==> config.mk <==
export PLATFORM = sky130hd
export DESIGN_NAME = branch_exec_unit
export DESIGN_NICKNAME = d
export VERILOG_FILES = /design/src/rtl/branch_exec_unit_pkg.sv /design/src/rtl/branch_exec_unit_resolve.sv /design/src/rtl/branch_exec_unit.sv
export SDC_FILE = /design/constraint.sdc
export NUM_CORES = 1
export LEC_CHECK = 0
export ABC_AREA = 1
export BUFFER_PORTS_ARGS = -buffer_cell sky130_fd_sc_hd__buf_2
export CORE_MARGIN = 4
export CORE_UTILIZATION = 34
export CTS_CLUSTER_SIZE = 16
export DETAILED_ROUTE_END_ITERATION = 8
export PLACE_DENSITY_LB_ADDON = 0.12
export SETUP_SLACK_MARGIN = 0.02
export SYNTH_ARGS = -nofsm -noshare
export SYNTH_HDL_FRONTEND = slang
export SYNTH_SLANG_ARGS = --single-unit
export TNS_END_PERCENT = 100
==> constraint.sdc <==
create_clock -name clock -period 5.7 [get_ports clock]
set_input_delay 0.285 -clock clock [delete_from_list [all_inputs] [get_ports clock]]
set_output_delay 0.285 -clock clock [all_outputs]
set_load 0.005 [all_outputs]
==> src/rtl/branch_exec_unit_pkg.sv <==
// Shared definitions for the branch execute unit: function codes and request/response records.
package branch_exec_unit_pkg;

  localparam int BRU_XLEN   = 32;
  localparam int BRU_TAG_W  = 5;
  localparam int BRU_FUNC_W = 6;

  localparam logic [5:0] FN_BEQ  = 6'h0e;
  localparam logic [5:0] FN_BNE  = 6'h0f;
  localparam logic [5:0] FN_BLT  = 6'h10;
  localparam logic [5:0] FN_BGE  = 6'h11;
  localparam logic [5:0] FN_BLTU = 6'h12;
  localparam logic [5:0] FN_BGEU = 6'h13;
  localparam logic [5:0] FN_JAL  = 6'h14;
  localparam logic [5:0] FN_JALR = 6'h15;
  localparam logic [5:0] FN_JUMP = 6'h16;

  // Default-width records used at the reservation-station / completion boundary.
  typedef struct packed {
    logic [BRU_FUNC_W-1:0] func;
    logic [BRU_XLEN-1:0]   pc;
    logic [BRU_XLEN-1:0]   imm;
    logic [BRU_XLEN-1:0]   rs1;
    logic [BRU_XLEN-1:0]   rs2;
    logic [BRU_TAG_W-1:0]  tag;
    logic                  pred_taken;
    logic [BRU_XLEN-1:0]   pred_target;
  } bru_req_t;

  typedef struct packed {
    logic [BRU_TAG_W-1:0] tag;
    logic                 taken;
    logic [BRU_XLEN-1:0]  next_pc;
    logic [BRU_XLEN-1:0]  link;
    logic                 mispredict;
  } bru_resp_t;

  function automatic logic is_branch_func(input logic [5:0] f);
    return (f >= FN_BEQ) && (f <= FN_JUMP);
  endfunction

endpackage

==> src/rtl/branch_exec_unit_resolve.sv <==
// Combinational branch resolution: condition, target, link and misprediction for one request.
module bru_resolve
  import branch_exec_unit_pkg::*;
#(
  parameter int XLEN   = 32,
  parameter int FUNC_W = 6
) (
  input  logic [FUNC_W-1:0] func_i,
  input  logic [XLEN-1:0]   pc_i,
  input  logic [XLEN-1:0]   imm_i,
  input  logic [XLEN-1:0]   rs1_i,
  input  logic [XLEN-1:0]   rs2_i,
  input  logic              pred_taken_i,
  input  logic [XLEN-1:0]   pred_target_i,
  output logic              taken_o,
  output logic [XLEN-1:0]   next_pc_o,
  output logic [XLEN-1:0]   link_o,
  output logic              mispredict_o
);

  logic signed [XLEN-1:0] rs1_s;
  logic signed [XLEN-1:0] rs2_s;
  logic [XLEN-1:0]        target;
  logic [XLEN-1:0]        jalr_sum;
  logic                   known;

  assign rs1_s    = rs1_i;
  assign rs2_s    = rs2_i;
  assign jalr_sum = rs1_i + imm_i;
  assign link_o   = pc_i + XLEN'(4);

  always_comb begin
    known   = 1'b1;
    taken_o = 1'b0;
    target  = pc_i + imm_i;
    case (func_i)
      FUNC_W'(FN_BEQ):  taken_o = (rs1_i == rs2_i);
      FUNC_W'(FN_BNE):  taken_o = (rs1_i != rs2_i);
      FUNC_W'(FN_BLT):  taken_o = (rs1_s <  rs2_s);
      FUNC_W'(FN_BGE):  taken_o = (rs1_s >= rs2_s);
      FUNC_W'(FN_BLTU): taken_o = (rs1_i <  rs2_i);
      FUNC_W'(FN_BGEU): taken_o = (rs1_i >= rs2_i);
      FUNC_W'(FN_JAL):  taken_o = 1'b1;
      FUNC_W'(FN_JUMP): taken_o = 1'b1;
      FUNC_W'(FN_JALR): begin
        taken_o = 1'b1;
        target  = jalr_sum & ~XLEN'(1);
      end
      default:          known = 1'b0;
    endcase
  end

  // A not-taken prediction that matches never compares targets.
  assign next_pc_o    = taken_o ? target : link_o;
  assign mispredict_o = known & ((taken_o != pred_taken_i) |
                                 (taken_o & (target != pred_target_i)));

endmodule

==> src/rtl/branch_exec_unit.sv <==
// Pipelined branch resolution unit with valid/ready backpressure and flush.
// Optional performance counters are enabled by defining BRU_PERF_CNT_EN.
module branch_exec_unit
  import branch_exec_unit_pkg::*;
#(
  parameter int XLEN   = 32,
  parameter int TAG_W  = 5,
  parameter int FUNC_W = 6,
  parameter int STAGES = 2
) (
  input  logic              clock,
  input  logic              reset,
  input  logic              flush,
  input  logic              in_valid,
  output logic              in_ready,
  input  logic [FUNC_W-1:0] in_func,
  input  logic [XLEN-1:0]   in_pc,
  input  logic [XLEN-1:0]   in_imm,
  input  logic [XLEN-1:0]   in_rs1,
  input  logic [XLEN-1:0]   in_rs2,
  input  logic [TAG_W-1:0]  in_tag,
  input  logic              in_pred_taken,
  input  logic [XLEN-1:0]   in_pred_target,
  output logic              out_valid,
  input  logic              out_ready,
  output logic [TAG_W-1:0]  out_tag,
  output logic              out_taken,
  output logic [XLEN-1:0]   out_next_pc,
  output logic [XLEN-1:0]   out_link,
  output logic              out_mispredict
`ifdef BRU_PERF_CNT_EN
  ,
  output logic [31:0]       perf_branches,
  output logic [31:0]       perf_mispredicts
`endif
);

  typedef struct packed {
    logic [TAG_W-1:0] tag;
    logic             taken;
    logic [XLEN-1:0]  next_pc;
    logic [XLEN-1:0]  link;
    logic             mispredict;
  } resp_t;

  resp_t              resp_d;
  resp_t              resp_q     [STAGES];
  resp_t              chain_resp [STAGES+1];
  resp_t              resp_out;
  logic [STAGES-1:0]  vld_q;
  logic [STAGES:0]    chain_vld;
  logic [STAGES-1:0]  load_w;

  // Stage 0 input: all computation happens here, later stages only copy.
  bru_resolve #(
    .XLEN   (XLEN),
    .FUNC_W (FUNC_W)
  ) u_resolve (
    .func_i        (in_func),
    .pc_i          (in_pc),
    .imm_i         (in_imm),
    .rs1_i         (in_rs1),
    .rs2_i         (in_rs2),
    .pred_taken_i  (in_pred_taken),
    .pred_target_i (in_pred_target),
    .taken_o       (resp_d.taken),
    .next_pc_o     (resp_d.next_pc),
    .link_o        (resp_d.link),
    .mispredict_o  (resp_d.mispredict)
  );
  assign resp_d.tag = in_tag;

  // A stage loads when empty or when everything downstream of it moves.
  always_comb begin
    logic r;
    r = out_ready;
    for (int i = STAGES - 1; i >= 0; i--) begin
      load_w[i] = ~vld_q[i] | r;
      r         = load_w[i];
    end
  end

  assign in_ready  = load_w[0];
  assign chain_vld = {vld_q, in_valid};

  always_comb begin
    chain_resp[0] = resp_d;
    for (int i = 0; i < STAGES; i++) chain_resp[i+1] = resp_q[i];
  end

  always_ff @(posedge clock or posedge reset) begin
    if (reset) begin
      vld_q <= '0;
      for (int i = 0; i < STAGES; i++) resp_q[i] <= '0;
    end else if (flush) begin
      vld_q <= '0;
    end else begin
      for (int i = 0; i < STAGES; i++) begin
        if (load_w[i]) begin
          vld_q[i] <= chain_vld[i];
          if (chain_vld[i]) resp_q[i] <= chain_resp[i];
        end
      end
    end
  end

  // Output stage boundary
  assign resp_out       = resp_q[STAGES-1];
  assign out_valid      = vld_q[STAGES-1];
  assign out_tag        = resp_out.tag;
  assign out_taken      = resp_out.taken;
  assign out_next_pc    = resp_out.next_pc;
  assign out_link       = resp_out.link;
  assign out_mispredict = resp_out.mispredict;

`ifdef BRU_PERF_CNT_EN
  logic [31:0] perf_br_q;
  logic [31:0] perf_mp_q;

  // Counts every delivered result, including one delivered during a flush.
  always_ff @(posedge clock or posedge reset) begin
    if (reset) begin
      perf_br_q <= '0;
      perf_mp_q <= '0;
    end else if (out_valid && out_ready) begin
      perf_br_q <= perf_br_q + 32'd1;
      if (out_mispredict) perf_mp_q <= perf_mp_q + 32'd1;
    end
  end

  assign perf_branches    = perf_br_q;
  assign perf_mispredicts = perf_mp_q;
`endif

endmodule
# Word level (Yosys, flattened, before mapping)
# Cells that the tools add are included.
[totals]
register_bits = 144
in_bits = 177
output_inout_bits = 73
elab_cells = 53
[classes]
add_sub_neg = 3
n_lt_le_gt_ge = 4
eq_ne = 13
mux = 7
bitwise_logic = 8
reduce_logical = 6
[op_table]
columns = ["operator", "n"]
rows = [
  ["$add A32 B32 Y32", 2],
  ["$ge A32 B32 Y1", 2],
  ["$lt A32 B32 Y1", 2],
  ["$mux W32", 2],
  ["$ne A32 B32 Y1", 2],
  ["$eq A6 B5 Y1 const B", 7],
  ["$add A32 B3 Y32 const B", 1],
  ["$eq A32 B32 Y1", 1],
  ["$eq A6 B4 Y1 const B", 2],
  ["$reduce_or A9 Y1", 1],
  ["$pmux W1 S7", 1],
  ["$reduce_and A3 Y1", 2],
  ["$reduce_bool A2 Y1", 2],
  ["$mux W1", 3],
  ["$not A1 Y1", 3],
  ["$or A1 B1 Y1", 3],
  ["$reduce_or A3 Y1", 1],
  ["$and A1 B1 Y1", 2],
  ["$mux W2", 1],
  ["$ne A1 B1 Y1", 1],
]

# Depth between registers and ports, before layout
# Gate-level depths: netlist of the first run.
[depth]
word_depth = 6
depth_mapped = 23
ltp_nobuf = 22

# Cells and area by module
# Synthesis of the first run repeated with hierarchy kept, for this count alone.
[unflattened]
cells_unflattened = 2292
hier_area_um2 = 14163.6
[modules_own_cells]
columns = ["module", "n_inst", "cells_per_inst", "area_per_inst_um2", "seq_area_each_um2"]
rows = [
  ["bru_resolve", 1, 1598, 7988.9, 0.0],
  ["branch_exec_unit", 1, 694, 6174.7, 3603.5],
]

# Least setup slack after synthesis of the first run
# No wires, ideal clock.
[synth_timing]
path_type = "input to register"
startpoint = "in in_pc[0]"
endpoint = "reg resp_q, in the netlist chain_resp[71]"
t_arrival_ns = 2.219
path_slack_ns = 3.365
cell_stages = 19
path_buffers = 0
path_cell_list = "ha_1 -> fa_1 -> nand3_1 -> nand3_1 -> nand2_1 -> nand2_1 -> nand2_1 -> nand2_1 -> a21oi_1 -> xor2_1 -> nand2_1 -> nand2_1 -> nand2_1 -> nand2_1 -> nand2_1 -> nor2_1 -> nand3_1 -> nand2_1 -> nand2_1"
[synth_between]
elab_chain_len = 6
[synth_lines]
columns = ["item", "line_no", "source"]
rows = [
  ["from (decl)", "branch_exec_unit.sv:17", "input logic [XLEN-1:0] in_pc,"],
  ["$add A32 B32 Y32", "branch_exec_unit_resolve.sv:35", "target = pc_i + imm_i;"],
  ["$mux W32", "branch_exec_unit_resolve.sv:36", "case (func_i)"],
  ["$ne A32 B32 Y1", "branch_exec_unit_resolve.sv:56", "(taken_o & (target != pred_target_i)));"],
  ["$and A1 B1 Y1", "branch_exec_unit_resolve.sv:56", ""],
  ["$or A1 B1 Y1", "branch_exec_unit_resolve.sv:55", "assign mispredict_o = known & ((taken_o != pred_taken_i) |"],
  ["$and A1 B1 Y1", "branch_exec_unit_resolve.sv:55", ""],
  ["to (signal, indexed assignment)", "branch_exec_unit.sv:101", "if (chain_vld[i]) resp_q[i] <= chain_resp[i];"],
  ["to (decl)", "branch_exec_unit.sv:47", "resp_t resp_q [STAGES];"],
]
# Every way passes these cells.
# A chain may end at the register's enable or synchronous reset.

# Final worst setup path of the first run
[layout_timing]
startpoint = "in in_rs1[31]"
endpoint = "reg resp_q, in the netlist chain_resp[105]"
[layout_between]
elab_chain_len = 3
word_cells_on_any_way = 8
cone_classes = "order compare (4); eq/ne (2); mux (2)"
[layout_lines]
columns = ["item", "line_no", "source"]
rows = [
  ["from (decl)", "branch_exec_unit.sv:19", "input logic [XLEN-1:0] in_rs1,"],
  ["$ge A32 B32 Y1 (tied with other cells)", "branch_exec_unit_resolve.sv:42", "FUNC_W'(FN_BGEU): taken_o = (rs1_i >= rs2_i);"],
  ["$pmux W1 S7 (*)", "branch_exec_unit_resolve.sv:36", ""],
  ["$mux W32 (*)", "branch_exec_unit_resolve.sv:54", "assign next_pc_o = taken_o ? target : link_o;"],
]
# Mark *: on every way between the ends. The rest lies on a longest branch, timed or not.

==> impl_results.md, run 1 <==
* Flip-flop and latch count after synthesis at 144
* Data arrival time at the worst-slack endpoint at 3570 ps
* Wire length of the first global-routing pass at 74800 µm
* Routed WL at 48400 µm
* Effective utilization at floorplan at 34.8%
* Run status: finished clean
* Worst IR drop on VDD at 185 µV
* Count of synthesis-stage warnings from yosys at 0
* Top library cells by usage in the layout, fill and taps aside: 707 x nand2_1, 363 x inv_1, 249 x buf_2
* Layout-stage area growth over the synthesis result at 13.7%
* Root buf cell: clkbuf_16
* Detail Placement HPWL at 41000 µm
* Die ar. at 0.0431 mm²
* Area post-placement at 0.0148 mm²
* Largest fanout on the critical path at 28
* Post-route design area at 0.0154 mm²
* Number of global-route vias before repair at 13375
* Slowest Stage Delay on Critical Path at 610 ps
* Ratio of routed vias to standard cells at 4.78
* Quantity of gates resized following cts at 0
* Net count reported at finish at 2583
* Count of hold buffers inserted by post-cts repair at 0
* Clock tree buffer depth at 2
* DRC viols at 0
* Least-Margin Pin Slew at 816 ps
* Average detailed-routed wire length per instance at 17.0 µm
* Number of setup buffers added after CTS at 0
* Average size of a mapped cell at 6.32 µm²
* Count of flip-flops with a built-in enable after synthesis at 0
* Die boundary height at 208 µm
* Clock latency at the later pin of the worst-skew pair at 420 ps
* Cts bufs inserted at 17
* Antenna violations before repair at 4
* Critical Path RT at 5980 ps
* ANT nets after route at 0
* Clock transition at the registers of the reported paths at 60 ps
* NetSw at 0.00128 W
* Num rows at 72
* Final-layout fill cell count at 4275
* IO Port Bufs at 249
* Critical Path End Type: flip-flop
* Share of the cycle needed by the critical path after routing at 57.7%
* Cell-internal power at 0.00243 W
* Part of the power in registers at 35.2%
* Slew Limit Fails at 0
* Cell type with the largest total area after synthesis: dfrtp_1
* Count of placed standard cells including taps at 2809
* # IOs at 250
* Prevailing post-synth register cell: dfrtp_1
* Top-area cell type share of the netlist area at 26.6%
* Unrepaired setup endpoints after global routing: false
* Class of the worst hold path: in2async
* Comb pwr share at 33.1%
* Cell Chain, Critical Path: buf_2 > ha_1 > nand2_1 > nor2_1 > nand2_1 > nor3_2 > nand4_1 > a31oi_1 > nand2_1 > nor2_1 > nand3_2 > nand2_2 > nand2_1 > o21ai_0 > o21ai_0
* Final setup violation count at 0
* Routability-driven placement congestion ratio at 0.902
* Total negative setup slack at 0 ps
* DRC violation total after the first TritonRoute iteration at 930
* Number of H-tree branching levels at 4
* Upper clock frequency limit at 304 MHz
* Chip Width at 208 µm
* Non-filler instance count after layout at 2842
* Via count at 13592
* Cell types with the largest area share after synthesis: dfrtp_1 27%, nand2_1 20%, inv_1 10%
* Number of maximum-capacitance violations at 0
* Fraction of layout instances using a drive strength above 1 at 14.3%
* Switching share of power at 34.6%
* Max transition margin at 45.6%
* Number of sinks driven by the clock tree at 144
* Worst clock skew at 5.49 ps
* Gate count of the mapped netlist at 2146
* LEAKAGE at 8.88 nW
* WHS at 10.1 ps
* Most frequent standard cell in the layout excluding fill and tap cells: nand2_1
* Part of the power in the clock network at 31.7%
* GRT Util Overall at 21.9%
* Clock tree from TritonCTS: yes
* Summed instance area of the synthesized netlist at 0.0136 mm²
* Final Critical Period at 3290 ps
* Critical Setup Path Class: in2reg
* Pin count of the biggest net entering global routing at 87
* Most frequent cell on the critical path: nand2_1
* Number of iterations in the first detailed-routing pass at 6
* Setup crit start kind: input pin
* Fin. Hold Viols at 0
* Core footprint at 0.0390 mm²
* Nets in the synthesized netlist at 2419
* Power density over the cells at 241 mW/mm²
* Yosys cell types at 49
* Total congestion overflow after global routing at 0
* Cell with the biggest individual delay on the critical path: nand3_2
* Async set-or-reset flop fraction in the synthesized netlist at 100%
* Portion of the post-synthesis area used by sequential elements at 26.6%
==> cell families after synthesis <==
logic type      synth area share, %
mux                            1.25
simple gates                   35.4
fa+ha+maj                      8.97
compound gates                 10.2
xor+xnor                       2.07
buf+inv                        15.5
flops                          26.6
==> state kept, by name, indices dropped and copies added (netlist names) <==
register	count
out_link	32
vld_q	2
out_tag	5
out_mispredict	1
out_taken	1
out_next_pc	32
chain_resp	71
==> final timing paths <==
kind | startpoint | to | slack [ps] | cells past startpoint
worst max-delay path | in_rs1[31] | chain_resp[105] | 2410 | 15
worst min-delay path | reset | out_link[26] | 10 | 2
worst max register to register | vld_q[1] | chain_resp[71] | 2850 | 12
worst min register to register | out_link[23] | out_link[23] | 470 | 2
max in group asynchronous | reset | chain_resp[74] | 4390 | 3
min in group clock | flush | vld_q[0] | 60 | 2
==> critical path, delay by kind of cell <==
kind	cells	cell delay (ps)
simple gates	10	2250
compound gates	3	470
fa+ha+maj	1	410
buf+inv	1	140
==> per-layer routing <==
| layer | vias up | routed length (µm) | track usage [%] |
|---|---|---|---|
| met5 | - | 18 | 0 |
| li1 | 7062 | - | - |
| met2 | 347 | 22000 | 36.1 |
| met1 | 6119 | 23200 | 30.8 |
| met3 | 60 | 2200 | 2.46 |
| met4 | 4 | 895 | 5.44 |
==> synth_stat cells, types with 4 or more instances <==
cell type	instances
clkbuf_1	24
o21ai_0	105
mux2_2	15
o21ai_1	36
o22ai_1	10
inv_1	365
dfrtp_1	144
o21bai_1	7
nand2_1	708
nand3_1	186
nor3_2	4
nand3b_1	23
ha_1	94
nand2_2	5
nor2_1	119
buf_2	9
o211ai_1	4
xnor2_1	10
nor3_1	24
buf_4	72
a21oi_1	83
nand4_1	26
xor2_1	22
a21o_1	5
==> power groups by stage <==
stage | registers (W) | logic (W) | clock network (W)
final | 0.00130 | 0.00123 | 0.00118
after global routing | 0.00133 | 0.00141 | 0.00124
after CTS | 0.00131 | 0.00124 | 0.00120
after detailed placement | 0.00132 | 0.00124 | 0
after global placement | 0.00132 | 0.00123 | 0
after floorplan | 0.00129 | 0.000927 | 0
==> final cells by class <==
cell class / count / area [µm²] / share of cell area, %
diodes: 2 / 5.00 / 0.0325
clock buffers: 22 / 464 / 3.01
clock inverters: 9 / 156 / 1.01
inverters: 369 / 1390 / 9.02
multi-input cells: 1523 / 7860 / 51.0
flip-flops and latches: 144 / 3600 / 23.4
well taps: 518 / 648 / 4.20
repair buffers: 255 / 1290 / 8.37
==> per-stage QoR <==
stage | power, W | worst slack (ps) | utilization (%)
after floorplan | 0.00222 | 1550 | -
after global placement | 0.00255 | 1950 | 37.9
after detailed placement | 0.00256 | 1910 | 37.9
after CTS | 0.00375 | 2370 | 39.5
after global routing | 0.00398 | 2070 | 39.5
final | 0.00371 | 2410 | 39.5
(Power assumes the default switching activity.)
==> inputs of run 2 (changes only) <==
clock period = 3.1 ns   (was 5.7 ns; I/O delays follow)
==> impl_results.md, run 2 (same netlist as run 1, synthesis figures left out) <==
* Fraction of layout instances using a drive strength above 1 at 14.6% (+0.31 points)
* Number of H-tree branching levels at 4 (unchanged)
* Chip Width at 208 µm (unchanged)
* Root buf cell: clkbuf_16
* Share of the cycle needed by the critical path after routing at 90.8%
* Slowest Stage Delay on Critical Path at 460 ps (-150 ps)
* DRC viols at 0 (unchanged)
* Total congestion overflow after global routing at 0 (unchanged)
* Number of global-route vias before repair at 13285 (-0.67%)
* Cts bufs inserted at 17 (unchanged)
* Via count at 13652 (+0.44%)
* Layout-stage area growth over the synthesis result at 14.9%
* Largest fanout on the critical path at 18 (-36%)
* Wire length of the first global-routing pass at 74500 µm (-0.44%)
* Cell with the biggest individual delay on the critical path: a21oi_1
* Highest metal layer with signal wires: met4
* Power density over the cells at 428 mW/mm² (+78%)
* Final core area utilization at 40.0% (+0.42 points)
* Met3 wire length at 1640 µm (-25%)
* Run status: finished clean
* GRT Util Overall at 21.9% (about the same)
* DRC violation total after the first TritonRoute iteration at 805 (-13%)
* Setup crit start kind: input pin
* Hold path startpoint: in_pc[0]
* Worst clock skew at 6.09 ps (+0.605 ps)
* Clock tree from TritonCTS: yes
* Routability-driven placement congestion ratio at 0.942 (+4.4%)
* Slew Limit Fails at 0 (unchanged)
* Max transition margin at 49.3% (+3.7 points)
* Num rows at 72 (unchanged)
* Source of the critical timing path: in_rs1[31]
* Final Critical Period at 2820 ps
* Register-to-register path setup slack at 1020 ps (-1830 ps)
* Detail Placement HPWL at 41600 µm (+1.5%)
* Number of iterations in the first detailed-routing pass at 5 (-1)
* Most frequent standard cell in the layout excluding fill and tap cells: nand2_1
* Critical Path End Type: flip-flop
* IO Port Bufs at 249 (unchanged)
* Data arrival time at the worst-slack endpoint at 3090 ps (-480 ps)
* Class of the worst hold path: in2reg
* Reg-to-reg startpoint: vld_q[1]
* Count of hold buffers inserted by post-cts repair at 8 (+8)
* Final setup violation count at 0 (unchanged)
* Core footprint at 0.0390 mm² (unchanged)
* Least-Margin Pin Slew at 760 ps (-56.4 ps)
* Effective utilization at floorplan at 34.8% (unchanged)
* Cell Chain, Critical Path: buf_2 > ha_1 > nand2_1 > nor2_1 > nand2_1 > nor3_2 > nand3_1 > nand2_1 > a31oi_1 > nand2_1 > nor2_1 > nand3_2 > clkinv_2 > a21oi_1 > o22ai_1
* Kind of cell adding the most delay to the critical path: simple AND/OR/NAND/NOR gates
* Unrepaired setup endpoints after global routing: false
* Critical Setup Path Class: in2reg
* Net count reported at finish at 2603 (+0.77%)
* Ratio of routed vias to standard cells at 4.77 (-0.30%)
* Number of setup buffers added after CTS at 0 (unchanged)
* Number of maximum-capacitance violations at 0 (unchanged)
* Metal-1 WL at 23700 µm (+1.8%)
* Quantity of gates resized following cts at 0 (unchanged)
* LEAKAGE at 8.96 nW (+0.92%)
* # IOs at 250 (unchanged)
* Clock latency at the later pin of the worst-skew pair at 410 ps (about the same)
* WHS at 63.0 ps (+52.9 ps)
* Fin. Hold Viols at 0 (unchanged)
* Die boundary height at 208 µm (unchanged)
* Routed wl met2 at 22100 µm (+0.32%)
* Number of buffers and inverters on the critical path at 2 (+1)
* Upper clock frequency limit at 355 MHz
* Worst IR drop on VDD at 367 µV (+98%)
* Pin count of the biggest net entering global routing at 75 (-14%)
* Die ar. at 0.0431 mm² (unchanged)
* Number of sinks driven by the clock tree at 144 (unchanged)
* Critical Path RT at 3370 ps (-2610 ps)
* Top library cells by usage in the layout, fill and taps aside: 707 x nand2_1, 363 x inv_1, 249 x buf_2
* Routed WL at 48500 µm (+0.19%)
* Clock transition at the registers of the reported paths at 60 ps (about the same)
* ANT nets after route at 0 (unchanged)
* Most frequent cell on the critical path: nand2_1
* Antenna violations before repair at 3 (-1)
* Clock tree buffer depth at 2 (unchanged)
* Average detailed-routed wire length per instance at 16.9 µm (-0.54%)
* Max FFs per register at 71 (unchanged)
run 2: layout make-up:
cell class / count / area [µm²]
antenna: 3 / 7.51
clock inverter: 5 / 77.6
fill: 4344 / 23400
multi-input combinational: 1523 / 7860
clock buffer: 26 / 499
sequential: 144 / 3600
timing repair buffer: 275 / 1500
inverter: 369 / 1390
tap: 518 / 648
run 2: stage by stage:
step / power (W) / setup slack (ps) / std cells / area [µm²] / setup TNS (ps)
5_1_grt: 0.00718 / 124 / 2863 / 15600 / 0
4_1_cts: 0.00675 / 245 / 2860 / 15600 / 0
6_report: 0.00666 / 284 / 2863 / 15600 / 0
2_1_floorplan: 0.00408 / 895 / 2146 / 13600 / 0
3_3_place_gp: 0.00469 / -135 / 2821 / 14900 / -586
3_5_place_dp: 0.00472 / -206 / 2821 / 14900 / -1150
run 2: routing by layer:
metal | global-route usage [%] | vias to the layer above
li1 | - | 7107
met1 | 30.8 | 6196
met2 | 36.2 | 299
met3 | 2.07 | 50
met4 | 5.91 | 0
met5 | 0 | -
run 2: worst reg2reg max path: stages, from the launching register on:
cell and delay (ps):
dfrtp_1 370, inv_1 50, nor2_1 40, nand2_1 80, nand2_1 90, inv_2 510
o21ai_0 400, o21bai_1 260, inv_1 110, nand2_1 70, nand2_1 50
run 2: power breakdown:
part / switching (W) / internal (W)
Combinational: 0.00141 / 0.000863
Clock: 0.000727 / 0.00126
Sequential: 0.000164 / 0.00223
run 2: final timing paths:
kind / to / depth (start not counted)
min in group asynchronous: out_link[24] / 3
hold reg to reg: chain_resp[140] / 2
max in group asynchronous: chain_resp[111] / 4
setup / recovery: chain_resp[120] / 15
setup reg to reg: chain_resp[71] / 10
hold / removal: chain_resp[72] / 3
